**src/rtl/dmem_pkg.sv**
```systemverilog
// dmem_pkg
//   Shared types for the data-memory scheduler: top-level FSM states,
//   lock-owner encoding, and a helper that turns an address width into
//   a memory depth.
package dmem_pkg;

  typedef enum logic {CLEAR, ARB} dmem_state_t;

  typedef enum logic [1:0] {
    OWN_R0   = 2'd0,
    OWN_R1   = 2'd1,
    OWN_NONE = 2'd2
  } dmem_owner_t;

  function automatic int dmem_depth(input int aw);
    return 1 << aw;
  endfunction

endpackage

```
**src/rtl/dmem_scheduler_rr_arb2.sv**
```systemverilog
// rr_arb2
//   Two-way round-robin arbiter with a bounded lock. A requester granted
//   with its Lock bit set keeps the port on following cycles, while it
//   keeps requesting, for up to MAX_LOCK consecutive grants. After that
//   the lock is broken and plain round-robin decides again.
// Ports
//   Clk, Reset_n  clock, asynchronous active-low reset
//   En            arbitration allowed this cycle (state ARB, no Init)
//   Clr           drop any lock (Init accepted)
//   Req[1:0]      requests from R0 (bit 0) and R1 (bit 1)
//   Lock[1:0]     keep-grant request, meaningful only with Req
//   Gnt[1:0]      combinational grant, one-hot or zero
module rr_arb2
  import dmem_pkg::*;
#(
  parameter int MAX_LOCK = 4
) (
  input  logic       Clk,
  input  logic       Reset_n,
  input  logic       En,
  input  logic       Clr,
  input  logic [1:0] Req,
  input  logic [1:0] Lock,
  output logic [1:0] Gnt
);

  localparam int            CW      = $clog2(MAX_LOCK + 1);
  localparam logic [CW-1:0] CNT_MAX = CW'(MAX_LOCK);

  logic          ptr;       // requester preferred on contention (0 = R0)
  dmem_owner_t   owner;
  logic [CW-1:0] lock_cnt;  // consecutive locked grants held by owner

  logic owner_req;
  logic hold;
  logic gidx;
  logic same_owner;
  logic keep_lock;

  always_comb begin
    owner_req  = 1'b0;
    if (owner == OWN_R0) owner_req = Req[0];
    if (owner == OWN_R1) owner_req = Req[1];
    hold       = owner_req && (lock_cnt < CNT_MAX);

    Gnt = 2'b00;
    if (En) begin
      if (hold)
        Gnt = (owner == OWN_R1) ? 2'b10 : 2'b01;
      else if (&Req)
        Gnt = ptr ? 2'b10 : 2'b01;
      else
        Gnt = Req;
    end

    gidx       = Gnt[1];
    same_owner = gidx ? (owner == OWN_R1) : (owner == OWN_R0);
    // An exhausted owner may not re-lock on the very grant that breaks it;
    // the other requester may start a fresh lock at any time.
    keep_lock  = Lock[gidx] && !(same_owner && (lock_cnt >= CNT_MAX));
  end

  always_ff @(posedge Clk or negedge Reset_n) begin
    if (!Reset_n) begin
      ptr      <= 1'b0;
      owner    <= OWN_NONE;
      lock_cnt <= '0;
    end else if (Clr) begin
      owner    <= OWN_NONE;
      lock_cnt <= '0;
    end else if (|Gnt) begin
      ptr <= ~gidx;
      if (keep_lock) begin
        owner    <= gidx ? OWN_R1 : OWN_R0;
        lock_cnt <= same_owner ? lock_cnt + CW'(1) : CW'(1);
      end else begin
        owner    <= OWN_NONE;
        lock_cnt <= '0;
      end
    end
  end

endmodule

```
**src/rtl/dmem_scheduler.sv**
```systemverilog
// dmem_scheduler
//   Owns the single port of the data memory. After reset, or on Init, it
//   writes zero to every word (CLEAR), then shares the port between R0
//   (core) and R1 (DMA) through rr_arb2 (ARB). Accesses are zero-latency:
//   read data is the memory's combinational output in the grant cycle.
// Ports
//   Clk, Reset_n            clock, asynchronous active-low reset
//   Init                    request full re-clear (sampled in ARB)
//   InitBusy                high while clearing or in reset
//   Req*/We*/Lock*/Addr*/Wd* requester inputs
//   Gnt*/Rd*                grant and read data back to requesters
//   MemWe/MemAddr/MemWd     memory port drive
//   MemRd                   memory combinational read data
module dmem_scheduler
  import dmem_pkg::*;
#(
  parameter int W        = 8,
  parameter int A        = 8,
  parameter int MAX_LOCK = 4
) (
  input  logic         Clk,
  input  logic         Reset_n,
  input  logic         Init,
  output logic         InitBusy,
  input  logic         Req0,
  input  logic         Req1,
  input  logic         We0,
  input  logic         We1,
  input  logic         Lock0,
  input  logic         Lock1,
  input  logic [A-1:0] Addr0,
  input  logic [A-1:0] Addr1,
  input  logic [W-1:0] Wd0,
  input  logic [W-1:0] Wd1,
  output logic         Gnt0,
  output logic         Gnt1,
  output logic [W-1:0] Rd0,
  output logic [W-1:0] Rd1,
  output logic         MemWe,
  output logic [A-1:0] MemAddr,
  output logic [W-1:0] MemWd,
  input  logic [W-1:0] MemRd
);

  localparam int         DEPTH    = dmem_depth(A);
  localparam logic [A:0] CLR_LAST = (A+1)'(DEPTH - 1);

  dmem_state_t state, state_nxt;
  logic [A:0]  clr_addr, clr_addr_nxt;  // extra bit avoids wrap ambiguity

  logic        arb_en;
  logic        arb_clr;
  logic [1:0]  gnt;
  logic        we_c;
  logic        busy_c;
  logic [W-1:0] rd0_c;
  logic [W-1:0] rd1_c;

  assign arb_en  = (state == ARB) && !Init;
  assign arb_clr = (state == ARB) &&  Init;

  rr_arb2 #(
    .MAX_LOCK (MAX_LOCK)
  ) u_arb (
    .Clk     (Clk),
    .Reset_n (Reset_n),
    .En      (arb_en),
    .Clr     (arb_clr),
    .Req     ({Req1, Req0}),
    .Lock    ({Lock1 & Req1, Lock0 & Req0}),
    .Gnt     (gnt)
  );

  always_ff @(posedge Clk or negedge Reset_n) begin
    if (!Reset_n) begin
      state    <= CLEAR;
      clr_addr <= '0;
    end else begin
      state    <= state_nxt;
      clr_addr <= clr_addr_nxt;
    end
  end

  always_comb begin
    state_nxt    = state;
    clr_addr_nxt = clr_addr;
    busy_c       = 1'b0;
    we_c         = 1'b0;
    MemAddr      = '0;
    MemWd        = '0;
    rd0_c        = '0;
    rd1_c        = '0;

    unique case (state)
      CLEAR: begin
        busy_c  = 1'b1;
        we_c    = 1'b1;
        MemAddr = clr_addr[A-1:0];
        if (clr_addr == CLR_LAST) begin
          state_nxt    = ARB;
          clr_addr_nxt = '0;
        end else begin
          clr_addr_nxt = clr_addr + (A+1)'(1);
        end
      end
      ARB: begin
        if (Init) begin
          state_nxt    = CLEAR;
          clr_addr_nxt = '0;
        end else if (gnt[0]) begin
          we_c    = We0;
          MemAddr = Addr0;
          MemWd   = Wd0;
          rd0_c   = MemRd;
        end else if (gnt[1]) begin
          we_c    = We1;
          MemAddr = Addr1;
          MemWd   = Wd1;
          rd1_c   = MemRd;
        end
      end
      default: ;
    endcase
  end

  // Reset gates the memory strobe and requester outputs without waiting
  // for a clock edge.
  assign MemWe    = we_c & Reset_n;
  assign Gnt0     = gnt[0] & Reset_n;
  assign Gnt1     = gnt[1] & Reset_n;
  assign Rd0      = rd0_c & {W{Reset_n}};
  assign Rd1      = rd1_c & {W{Reset_n}};
  assign InitBusy = busy_c | ~Reset_n;

endmodule

```
**config.mk**
```make
export PLATFORM = sky130hd
export DESIGN_NAME = dmem_scheduler
export DESIGN_NICKNAME = d
export VERILOG_FILES = /design/src/rtl/dmem_pkg.sv /design/src/rtl/dmem_scheduler_rr_arb2.sv /design/src/rtl/dmem_scheduler.sv
export SDC_FILE = /design/constraint.sdc
export NUM_CORES = 1
export LEC_CHECK = 0
export ABC_AREA = 1
export BUFFER_PORTS_ARGS = -buffer_cell sky130_fd_sc_hd__buf_2
export CAP_MARGIN = 20
export CORE_MARGIN = 5
export CORE_UTILIZATION = 48
export DETAILED_ROUTE_END_ITERATION = 8
export PLACE_DENSITY_LB_ADDON = 0.25
export SYNTH_ARGS = -nofsm -noshare
export SYNTH_HDL_FRONTEND = slang
export SYNTH_HIERARCHICAL = 1
export SYNTH_SLANG_ARGS = --single-unit
```
**constraint.sdc**
```tcl
create_clock -name Clk -period 3.2 [get_ports Clk]
set_input_delay 0.16 -clock Clk [delete_from_list [all_inputs] [get_ports Clk]]
set_output_delay 0.16 -clock Clk [all_outputs]
set_load 0.005 [all_outputs]
```
# After elaboration in Yosys (flattened, before gate mapping)
# Cells that the tools add are included.
[totals]
output_inout_bits = 36
register_bits = 16
inputBits = 49
word_cells = 81
[classes]
n_addsub = 2
n_reduce_logical = 12
eq_ne = 3
n_lt_le_gt_ge = 3
n_mux = 44
bitwise_logic = 12
[op_table]
columns = ["op", "count"]
rows = [
  ["$mux 8", 14],
  ["$mux 9", 2],
  ["$pmux 9 s2", 1],
  ["$and 8x8->8", 2],
  ["$mux 2", 8],
  ["$pmux 8 s2", 1],
  ["$mux 1", 12],
  ["$mux 3", 4],
  ["$add 9x1->9 const B", 1],
  ["$eq 9x8->1 const B", 1],
  ["$and 1x1->1", 5],
  ["$logic_and 1x1->1", 5],
  ["$not 1->1", 4],
  ["$pmux 1 s2", 2],
  ["$reduce_and 2->1", 2],
  ["$add 3x1->3 const B", 1],
  ["$ge 3x3->1 const B", 1],
  ["$lt 3x3->1 const B", 1],
  ["$eq 2x1->1 const B", 1],
  ["$logic_not 1->1", 2],
  ["$logic_not 2->1", 1],
  ["$lt 1x2->1 const B", 1],
  ["$ne 2x2->1 const B", 1],
  ["$reduce_bool 2->1", 1],
  ["other kinds (2)", 2],
]

# Longest topological paths before layout
# Gate-level depths: netlist of run 1.
[depth]
ltp_word = 13
depth_mapped = 12
depth_no_buf = 12

# Hierarchy
# Netlist of run 1, hierarchy kept.
[by_module_without_submodules]
columns = ["module", "seq_area_each_um2", "instances", "area_per_inst_um2", "cells_each"]
rows = [
  ["dmem_scheduler", 250.2, 1, 1046.0, 152],
  ["rr_arb2", 151.4, 1, 510.5, 75],
]

# Worst setup path before layout of run 1
# No wires, ideal clock.
[synth_path]
path_type = "flip-flop to output port"
start = "reg u_arb.owner[1]"
end = "out MemAddr[5]"
arrival_ns = 1.689
required_time_ns = 3.040
setup_slack_ns = 1.351
path_buffers = 2
path_stages_with_launch = 13
cell_sequence = "dfstp_2 -> inv_1 -> nand3_1 -> nand2_4 -> nand2_4 -> nand2_1 -> nand3_1 -> inv_1 -> buf_4 -> nor2_4 -> buf_6 -> a22oi_1 -> o22ai_1"
[synth_between]
word_cells_on_any_way = 12
classes_between = "eq/ne (1); mux (9); reduce/logical (2)"
[synth_rtl]
columns = ["item", "line", "source"]
rows = [
  ["start: declaration", "dmem_scheduler_rr_arb2.sv:31", "dmem_owner_t owner;"],
  ["start signal: assignment", "dmem_scheduler_rr_arb2.sv:74", "owner <= gidx ? OWN_R1 : OWN_R0;"],
  ["$logic_not 2->1", "dmem_scheduler_rr_arb2.sv:42", "if (owner == OWN_R0) owner_req = Req[0];"],
  ["$mux 1", "dmem_scheduler_rr_arb2.sv:42", ""],
  ["$mux 1", "dmem_scheduler_rr_arb2.sv:43", "if (owner == OWN_R1) owner_req = Req[1];"],
  ["$logic_and 1x1->1", "dmem_scheduler_rr_arb2.sv:44", "hold = owner_req && (lock_cnt < CNT_MAX);"],
  ["$mux 2 *", "dmem_scheduler_rr_arb2.sv:48", "if (hold)"],
  ["$mux 2 *", "dmem_scheduler_rr_arb2.sv:47", "if (En) begin"],
  ["net gnt[0]", "dmem_scheduler.sv:53", "logic [1:0] gnt;"],
  ["$mux 8 *", "dmem_scheduler.sv:110", "end else if (gnt[0]) begin"],
  ["$mux 8 *", "dmem_scheduler.sv:107", "if (Init) begin"],
  ["$pmux 8 s2 *", "dmem_scheduler.sv:94", "unique case (state)"],
  ["end: declaration", "dmem_scheduler.sv:40", "output logic [A-1:0] MemAddr,"],
]
# The timed path passes the listed nets; every way through them passes the cells marked *.

# Final worst setup path of run 1
[layout_path]
start = "reg state"
end = "out Rd0[6]"
[layout_between]
elab_chain_cells = 6
[layout_rtl]
columns = ["item", "line", "source"]
rows = [
  ["start: declaration", "dmem_scheduler.sv:48", "dmem_state_t state, state_nxt;"],
  ["start signal: assignment", "dmem_scheduler.sv:79", "state <= state_nxt;"],
  ["$logic_and 1x1->1", "dmem_scheduler.sv:59", "assign arb_en = (state == ARB) && !Init;"],
  ["net arb_en", "dmem_scheduler.sv:51", "logic arb_en;"],
  ["$mux 2", "dmem_scheduler_rr_arb2.sv:47", ""],
  ["net gnt[0]", "dmem_scheduler.sv:53", ""],
  ["$mux 8", "dmem_scheduler.sv:110", ""],
  ["$mux 8", "dmem_scheduler.sv:107", ""],
  ["$mux 8", "dmem_scheduler.sv:94", ""],
  ["$and 8x8->8", "dmem_scheduler.sv:131", "assign Rd0 = rd0_c & {W{Reset_n}};"],
  ["end: declaration", "dmem_scheduler.sv:37", "output logic [W-1:0] Rd0,"],
]
# The timed path passes the listed nets, and every way through them passes these cells.

==> summary.txt, run 1 <==
Synthesis
  • Top-area cell type share of the netlist area: 24.1%
  • Simple-Gate Fraction of Synth Area: 42.8%
  • Async S/R FF share, synth: 100%
  • Syn Inst Count: 227
  • XOR/XNOR Fraction of Synth Area: 0.563%
  • Yosys warnings: 6
  • Number of synthesized flops with an enable pin: 0
  • Adder-Cell Fraction of Synth Area: 1.61%
  • Synthesized area: 1560 um^2
  • Post-synthesis sequential element count: 16
  • Synth cell types: 29
  • Compound-Gate Fraction of Synth Area: 15.0%
  • Synth area leaders: dfrtp_1 24%, nand2_1 14%, inv_1 8.7%
  • Post-synthesis sequential area ratio: 25.8%
  • Syn Area/Cell: 6.86 um^2
  • Post-synth top area cell: dfrtp_1
  • Combinational family with the most area after synthesis: simple AND/OR/NAND/NOR gates
  • Syn nets: 278
  • Mux contribution to synthesized area: 0%
  • Top_reg_cell synth: dfrtp_1

Placed design
  • GP Congestion: 0.867
  • Hpwl dp: 3690 um
  • IO buf count: 84

STA
  • Relative slew slack: 57.0%
  • RSZ-0062 raised after global routing: no
  • Clock Skew: 0.00557 ns
  • Worst hold margin: 0.234 ns
  • Final period utilization: 89.5%
  • Setup Viol. Count Final: 0
  • Sum Neg Setup Slack: 0 ns
  • Crit path time final: 2.86 ns
  • Final Hold Viols: 0
  • Worst Tran Pin Value: 0.644 ns
  • Max Clk Rate: 349 MHz
  • Max-slew violation count: 0

Min path
  • Hold crit path type: input port to flip-flop

Drt
  • DR pass1 iterations: 4
  • Wirelength per Cell: 13.0 um
  • Via count: 1733
  • Initial DRC count: 125
  • Total Wirelength: 4560 um
  • DRC Markers: 0
  • Vias per cell: 4.92
  • Antenna-violating nets left: 0

Floorplanning
  • Die X: 66.9 um
  • Ports: 85
  • Die Y: 66.9 um
  • FP Rows: 20
  • Die ar.: 4480 um^2
  • Core area: 3080 um^2
  • Initial Utilization: 50.6%

GRT
  • All-Layer GR Usage: 21.1%
  • Pin count of the biggest net entering global routing: 36
  • Total grt overflow: 0
  • Initial antenna violation count: 0
  • Global-route wire length before repair: 7270 um
  • Vias in the first global route: 1643

Finish
  • Layout fillers: 302
  • Share of layout cells above drive strength 1: 39.9%
  • Antenna cells: 0
  • NumNets Final: 360
  • Area Overhead vs Synth: 29.2%

Critical path
  • Crit path DAT: 2.70 ns
  • Worst Setup Start Kind: flip-flop
  • Required time worst endpoint: 3.04 ns
  • CP top delay family: simple AND/OR/NAND/NOR gates
  • CP Max Fanout: 20
  • Setup CP Type: flip-flop to output port
  • Worst setup EP type: output port
  • Critical-path cell list: inv_2 -> nor2_8 -> nand3_1 -> inv_1 -> nand2_1 -> nor3_1 -> buf_2
  • Critical-path top delay cell: dfrtp_1
  • CP max stage delay: 0.58 ns
  • Buffers and inverters on the worst path: 3

Clocking
  • Clock tree buffer depth: 2
  • Total CTS buffers: 3
  • CTS tree: yes
  • Clock slew at reported path FFs: 0.10 ns
  • Htree depth: 1
  • Root Driver: clkbuf_4
  • Later-pin clock latency in the skew report: 0.29 ns
  • Num Clock Sinks: 16
  • Post-CTS Setup Repair Bufs: 0

Pwr
  • Peak VDD IR: 0.237 mV
  • Pleak: 1.14 nW
  • Power density cells: 450 nW/um^2

Status
  • Status: finished, final reports clean

Job
  • Total of max-cap violations: 0
logic make-up (layout without fill, tap and decap cells):
logic type,Yosys count,in the layout
buf+inv,49,130
flops,16,16
fa+ha+maj,2,2
compound gates,36,36
simple gates,123,123
xor+xnor,1,1
tightest hold or removal path: stages:
cell and delay (ns):
buf_2 0.15, nor2_8 0.07, nand2_1 0.06, nand2_1 0.05
timing repair:
action | CTS | global route
endpoints found under the hold margin | 15 | 0
hold buffers | 1 | 0
gates resized for setup | 0 | 0
registers in the layout, indices dropped and copies added (netlist names):
register and count:
u_arb/ptr 1, u_arb/lock_cnt 3, state 1, clr_addr 9, u_arb/owner 2
stage by stage:
stage               power (mW)  instances  cell area, um^2  setup WS, ns  util [%]
CTS                      0.913        352             2010         0.353      65.3
detailed placement       0.770        347             1960         0.685      63.8
global placement         0.766        347             1960         0.723      63.8
finish                   0.905        352             2010         0.336      65.3
global route             0.992        352             2010        0.0462      65.3
floorplan                0.634        227             1560          1.35         -
final timing paths:
path                                      from                end  slack [ns]  cells past startpoint
worst min register to register  u_arb/owner[1]     u_arb/owner[1]        0.49                      2
worst min-delay path                      Init        clr_addr[7]        0.23                      4
min in group asynchronous              Reset_n  u_arb/lock_cnt[0]        0.34                      2
worst max register to register           state        clr_addr[2]        1.60                      4
worst max-delay path                     state             Rd0[6]        0.34                      7
max in group asynchronous              Reset_n     u_arb/owner[1]        2.53                      2
cell type report:
type,count,area [um^2],share of cell area (%)
sequential,16,402,20.0
inverter,41,155,7.72
clock buffer,4,36.3,1.80
tap,44,55.1,2.74
timing repair buffer,85,430,21.4
multi-input combinational,162,932,46.4
per-layer routing:
| metal | GRT usage (%) | vias up | wire length, um | share of wire, % |
|---|---|---|---|---|
| li1 | - | 901 | - | - |
| met1 | 23.2 | 765 | 1840 | 40 |
| met2 | 40.3 | 58 | 2290 | 50 |
| met3 | 3.71 | 9 | 359 | 7.9 |
| met4 | 6.33 | 0 | 78 | 1.7 |
| met5 | 0 | - | 0 | 0 |
placed cells by master, fill, tap and decap left out, types with 5 or more instances in the layout:
master and instances:
a21oi_1 5, a22oi_1 15, buf_2 84, dfrtp_1 15, inv_1 36, nand2_1 58
nand3_1 11, nor2_1 14, nor2_2 5, nor3_1 6, nor3_2 10, o21ai_0 5
o22ai_1 10
synth_stat cells, types with 2 or more instances:
library cell  count
nand2_1          58
inv_1            36
a22oi_1          15
dfrtp_1          15
nor2_1           14
nand3_1          11
nor3_2           10
o22ai_1          10
nor3_1            6
a21oi_1           5
nor2_2            5
o21ai_0           5
buf_6             4
inv_2             4
nand2_2           4
nand3_2           4
nand4_1           4
buf_2             3
nand2_4           3
ha_1              2
report_power, final:
part | switching [mW] | internal (mW) | leakage (nW)
combinational | 0.258 | 0.178 | 0.911
sequential | 0.0613 | 0.271 | 0.205
clock | 0.0671 | 0.0693 | 0.0210
No activity file was read; power rests on OpenSTA's default activity.
==> run 2: changes to the inputs <==
Settings changed: CORE_UTILIZATION 48 to 45, SETUP_SLACK_MARGIN set to 0.15.
Clock period 3.2 ns to 2.7 ns, I/O delays scaled along.
==> summary.txt, run 2 (synthesized netlist as in run 1, its figures left out) <==
Status
  • Status: finished, final reports clean

STA
  • Crit path time final: 2.40 ns
  • Setup Viol. Count Final: 0 (unchanged)
  • Max Clk Rate: 416 MHz
  • Max-slew violation count: 0 (unchanged)
  • Sum Neg Setup Slack: 0 ns (unchanged)
  • Clock Skew: 0.0124 ns (+0.00682 ns)
  • Relative slew slack: 58.4% (+1.4 points)
  • Final Hold Viols: 0 (unchanged)
  • RSZ-0062 raised after global routing: no
  • Worst hold margin: 0.200 ns (-0.0338 ns)
  • Final period utilization: 89.0%
  • Worst Tran Pin Value: 0.623 ns (-0.0210 ns)

Drt
  • Wirelength per Cell: 11.8 um (-9.1%)
  • Initial DRC count: 73 (-42%)
  • DRC Markers: 0 (unchanged)
  • Antenna-violating nets left: 0 (unchanged)
  • Vias per cell: 4.95 (+0.55%)
  • Total Wirelength: 4260 um (-6.5%)
  • DR pass1 iterations: 5 (+1)
  • Via count: 1792 (+3.4%)

Critical path
  • Setup CP Type: flip-flop to output port
  • FF-to-FF Start: u_arb/owner[1]
  • Worst Setup Start Kind: flip-flop
  • Reg2reg end: u_arb/lock_cnt[1]
  • Required time worst endpoint: 2.57 ns (-0.47 ns)
  • R2r setup slk: 1.11 ns (-0.49 ns)
  • Critical-path cell list: inv_1 -> nand3_1 -> nand2_4 -> nand2_4 -> nand2_1 -> nand3_1 -> clkinvlp_4 -> nor2_4 -> buf_4 -> a22oi_1 -> nor2_1 -> buf_2
  • CP max stage delay: 0.56 ns (-0.02 ns)
  • Crit path DAT: 2.27 ns (-0.43 ns)
  • CP top delay family: simple AND/OR/NAND/NOR gates
  • Buffers and inverters on the worst path: 4 (+1)
  • Critical-path top delay cell: dfstp_2
  • Critical path depth: 12 (+5)
  • Worst setup EP type: output port
  • CP Max Fanout: 8 (-60%)
  • Worst R2R Path Depth: 11 (+7)

Clocking
  • Htree depth: 1 (unchanged)
  • Num Clock Sinks: 16 (unchanged)
  • CTS tree: yes
  • Clock tree buffer depth: 2 (unchanged)
  • Total CTS buffers: 3 (unchanged)
  • Root Driver: clkbuf_4
  • Clock slew at reported path FFs: 0.11 ns (about the same)
  • Later-pin clock latency in the skew report: 0.29 ns (about the same)

Floorplanning
  • Die Y: 68.8 um (+2.8%)
  • Core area: 3340 um^2 (+8.4%)
  • Die X: 68.8 um (+2.8%)
  • Die ar.: 4730 um^2 (+5.6%)
  • Initial Utilization: 46.6% (-3.9 points)
  • FP Rows: 21 (+5.0%)
  • Ports: 85 (unchanged)

Min path
  • Min-Delay Startpoint: Init
  • WHS Path Cells: 4 (unchanged)
  • Hold crit path type: input port to flip-flop
  • Hold worst-path end: clr_addr[7]

GRT
  • All-Layer GR Usage: 18.1% (-3.0 points)
  • Total grt overflow: 0 (unchanged)
  • Initial antenna violation count: 0 (unchanged)
  • Vias in the first global route: 1498 (-8.8%)
  • Pin count of the biggest net entering global routing: 36 (unchanged)
  • Global-route wire length before repair: 6680 um (-8.1%)

Finish
  • Max FFs per register: 9 (unchanged)
  • Regs by FF count: clr_addr x9, u_arb/lock_cnt x3, u_arb/owner x2
  • Antenna cells: 0 (unchanged)
  • Most common cell after layout, fill and taps aside: buf_2
  • Post-layout util: 62.1% (-3.2 points)
  • Area Overhead vs Synth: 33.1%
  • Top reg by flops: clr_addr
  • NumNets Final: 368 (+2.2%)
  • Most frequent cells in the layout: 84 x buf_2, 57 x nand2_1, 35 x inv_1, 15 x a22oi_1, 15 x dfrtp_1
  • Share of layout cells above drive strength 1: 42.1% (+2.2 points)

Pwr
  • Pleak: 1.17 nW (+2.6%)
  • Power density cells: 507 nW/um^2 (+13%)
  • Peak VDD IR: 0.368 mV (+56%)

Job
  • Total of max-cap violations: 0 (unchanged)

Placed design
  • GP Congestion: 0.862 (-0.57%)
  • Hpwl dp: 3420 um (-7.4%)
  • IO buf count: 84 (unchanged)
-- run 2: how the worst max path moves through the flow --
stage | startpoint | end | slack, ns
4_1_cts | u_arb/owner[1] | MemAddr[0] | 0.18
6_report | u_arb/owner[1] | MemWd[7] | 0.30
2_1_floorplan | u_arb/owner[1] | MemAddr[5] | 0.88
5_1_grt | u_arb/owner[1] | MemWd[7] | 0.13
3_3_place_gp | u_arb/owner[1] | MemAddr[0] | 0.57
3_5_place_dp | u_arb/owner[1] | MemAddr[0] | 0.50
-- run 2: routing by layer --
metal | track usage (%) | share of wire (%) | vias to the layer above
li1 | - | - | 922
met1 | 23.6 | 43 | 801
met2 | 31.3 | 45 | 65
met3 | 2.59 | 11 | 4
met4 | 4.38 | 0.70 | 0
met5 | 0 | 0 | -
-- run 2: cell type report --
cell class,instances,area [um^2]
Tap cell,46,57.6
Fill cell,343,1260
Inverter,41,159
Clock buffer,4,26.3
Multi-Input combinational cell,162,937
Sequential cell,16,402
Timing Repair Buffer,93,490
-- run 2: stage by stage --
step / total power, mW / std cells / cell area [um^2] / worst slack [ns]
2_1_floorplan: 0.751 / 227 / 1560 / 0.876
3_3_place_gp: 0.899 / 351 / 1980 / 0.570
3_5_place_dp: 0.910 / 351 / 1980 / 0.499
4_1_cts: 1.05 / 356 / 2020 / 0.176
5_1_grt: 1.16 / 362 / 2070 / 0.129
6_report: 1.05 / 362 / 2070 / 0.297
-- run 2: worst reg2reg max path, stage by stage, from the launching register on --
cell and delay (ns):
dfstp_2 0.56, inv_1 0.05, nand3_1 0.10, nand2_4 0.08, nand2_4 0.08, nand2_1 0.05
nand3_1 0.18, nand3_2 0.16, nand2_1 0.10, nor2_1 0.04, nand2_1 0.05, nand2_1 0.05
-- run 2: timing repair --
item	4_1_cts	5_1_grt
hold buffers	1	0
setup buffers	0	6
gates resized for setup	0	3
hold endpoints to repair	15	0
endpoints found under the setup margin	0	26
-- run 2: report_power, final --
part	internal (mW)	total, mW	switching [mW]
clock network	0.0574	0.138	0.0803
logic	0.219	0.523	0.304
registers	0.322	0.391	0.0688
total	0.598	1.05	0.454
==> run 3: changes to the inputs <==
Settings changed: CORE_MARGIN 5 to 1.
==> summary.txt, run 3 (synthesized netlist as in run 1, its figures left out) <==
Status
  • Status: finished, final reports clean

GRT
  • Vias in the first global route: 1510 (+0.80%)
  • Total grt overflow: 0 (unchanged)
  • Initial antenna violation count: 0 (unchanged)
  • Met2 usage: 41.4% (+10 points)
  • All-Layer GR Usage: 22.8% (+4.7 points)
  • GRT busiest layer: met2
  • Pin count of the biggest net entering global routing: 36 (unchanged)
  • Met1 Use GR: 27.2% (+3.6 points)
  • Global-route wire length before repair: 6350 um (-5.0%)
  • GR Util met3: 4.05% (+1.5 points)

Critical path
  • Crit path DAT: 2.27 ns (about the same)
  • Setup CP Type: flip-flop to output port
  • Reg2reg end: u_arb/owner[0]
  • Worst R2R Path Depth: 11 (unchanged)
  • FF-to-FF Start: u_arb/owner[1]
  • Critical-path top delay cell: dfstp_2
  • CP max stage delay: 0.55 ns (about the same)
  • Required time worst endpoint: 2.57 ns (about the same)
  • CP Max Fanout: 8 (unchanged)
  • Worst setup EP type: output port
  • Worst Setup Start Kind: flip-flop
  • Critical-path cell list: inv_1 -> nand3_1 -> nand2_4 -> nand3_2 -> nand3_4 -> inv_1 -> inv_1 -> nor2_4 -> buf_4 -> a22oi_1 -> o22ai_1 -> buf_2
  • R2r setup slk: 1.18 ns (+0.07 ns)
  • Most used cell, CP: inv_1

Finish
  • NumNets Final: 367 (-0.27%)
  • Top reg by flops: clr_addr
  • Most common cell after layout, fill and taps aside: buf_2
  • Max FFs per register: 9 (unchanged)
  • Regs by FF count: clr_addr x9, u_arb/lock_cnt x3, u_arb/owner x2
  • Antenna cells: 0 (unchanged)
  • Area Overhead vs Synth: 33.3%
  • Share of layout cells above drive strength 1: 41.6% (-0.50 points)
  • Most frequent cells in the layout: 84 x buf_2, 58 x nand2_1, 35 x inv_1, 15 x a22oi_1, 15 x dfrtp_1

Clocking
  • Later-pin clock latency in the skew report: 0.29 ns (about the same)
  • Num Clock Sinks: 16 (unchanged)
  • Clock slew at reported path FFs: 0.10 ns (about the same)
  • Root Driver: clkbuf_4
  • Clock tree buffer depth: 2 (unchanged)
  • Htree depth: 1 (unchanged)
  • CTS tree: yes
  • Total CTS buffers: 3 (unchanged)

Placed design
  • IO buf count: 84 (unchanged)
  • Setup slack at placement: 0.491 ns (-0.00775 ns)
  • GP Congestion: 0.887 (+2.9%)
  • Hpwl dp: 3330 um (-2.5%)

Pwr
  • Power density cells: 507 nW/um^2 (-0.12%)
  • Peak VDD IR: 0.356 mV (-3.4%)
  • Pleak: 1.16 nW (-0.64%)

STA
  • Setup Viol. Count Final: 0 (unchanged)
  • Clock Skew: 0.00807 ns (-0.00432 ns)
  • Relative slew slack: 57.7% (-0.65 points)
  • Final Hold Viols: 0 (unchanged)
  • Worst hold margin: 0.200 ns (+0.000320 ns)
  • Worst Tran Pin Value: 0.633 ns (+0.00969 ns)
  • Final period utilization: 89.1% (+0.11 points)
  • Max-slew violation count: 0 (unchanged)
  • Final worst setup slack: 0.294 ns (-0.00290 ns)
  • Crit path time final: 2.41 ns (+0.00290 ns)
  • Sum Neg Setup Slack: 0 ns (unchanged)
  • Max Clk Rate: 416 MHz (-0.12%)
  • RSZ-0062 raised after global routing: no

Drt
  • Initial DRC count: 137 (+88%)
  • Antenna-violating nets left: 0 (unchanged)
  • DRC Markers: 0 (unchanged)
  • Via count: 1796 (+0.22%)
  • Total Wirelength: 4120 um (-3.4%)
  • Wirelength per Cell: 11.5 um (-2.6%)
  • DR pass1 iterations: 4 (-1)
  • Vias per cell: 5.00 (+1.1%)

Min path
  • Hold worst-path end: clr_addr[5]
  • Min-Delay Startpoint: Init
  • Hold crit path type: input port to flip-flop
  • WHS Path Cells: 4 (unchanged)

Floorplanning
  • Die Y: 60.8 um (-12%)
  • Ports: 85 (unchanged)
  • Core area: 3180 um^2 (-4.8%)
  • Die ar.: 3700 um^2 (-22%)
  • Die X: 60.8 um (-12%)
  • FP Rows: 20 (-4.8%)
  • Initial Utilization: 49.0% (+2.3 points)

Job
  • Total of max-cap violations: 0 (unchanged)
[run 3: how the worst max path moves through the flow]
stage | start | end | slack [ns] | cells past startpoint
final | u_arb/owner[1] | MemAddr[7] | 0.29 | 12
after global routing | u_arb/owner[0] | MemAddr[0] | 0.13 | 12
after CTS | u_arb/owner[1] | MemAddr[0] | 0.16 | 11
after detailed placement | u_arb/owner[1] | MemAddr[0] | 0.49 | 11
after global placement | u_arb/owner[1] | MemAddr[0] | 0.57 | 11
after floorplan | u_arb/owner[1] | MemAddr[5] | 0.88 | 12
[run 3: per-stage QoR]
step / cell area (um^2) / power [mW] / util, % / instances
CTS: 2030 / 1.05 / 63.9 / 356
global placement: 1990 / 0.902 / 62.8 / 351
finish: 2070 / 1.05 / 65.3 / 359
floorplan: 1560 / 0.751 / - / 227
global route: 2070 / 1.15 / 65.3 / 359
detailed placement: 1990 / 0.912 / 62.8 / 351
[run 3: worst max-delay path: cells and delay by family (launching register included)]
kind / cells / cell delay (ns)
compound gates: 2 / 0.19
buf+inv: 5 / 0.60
simple gates: 5 / 0.65
flops: 1 / 0.55
[run 3: area by class of cell]
type	count	area [um^2]
Inverter	41	159
Clock buffer	4	26.3
Multi-Input combinational cell	162	937
Sequential cell	16	402
Tap cell	44	55.1
Timing Repair Buffer	92	495
Fill cell	286	1100
[run 3: layer usage]
| layer | share of wire [%] | up-vias |
|---|---|---|
| met5 | 0 | - |
| met4 | 1.1 | 0 |
| met3 | 7.0 | 6 |
| met2 | 49 | 67 |
| met1 | 43 | 804 |
| li1 | - | 919 |
[run 3: power breakdown]
| part | internal (mW) | switching, mW | leakage (nW) |
|---|---|---|---|
| registers | 0.322 | 0.0669 | 0.205 |
| logic | 0.220 | 0.310 | 0.939 |
| clock network | 0.0574 | 0.0762 | 0.0150 |
[run 3: what timing repair did]
item / CTS / global route
setup buffers: 0 / 3
gates resized for setup: 0 / 2
hold buffers: 1 / 0
endpoints found under the setup margin: 0 / 19
endpoints found under the hold margin: 15 / 0
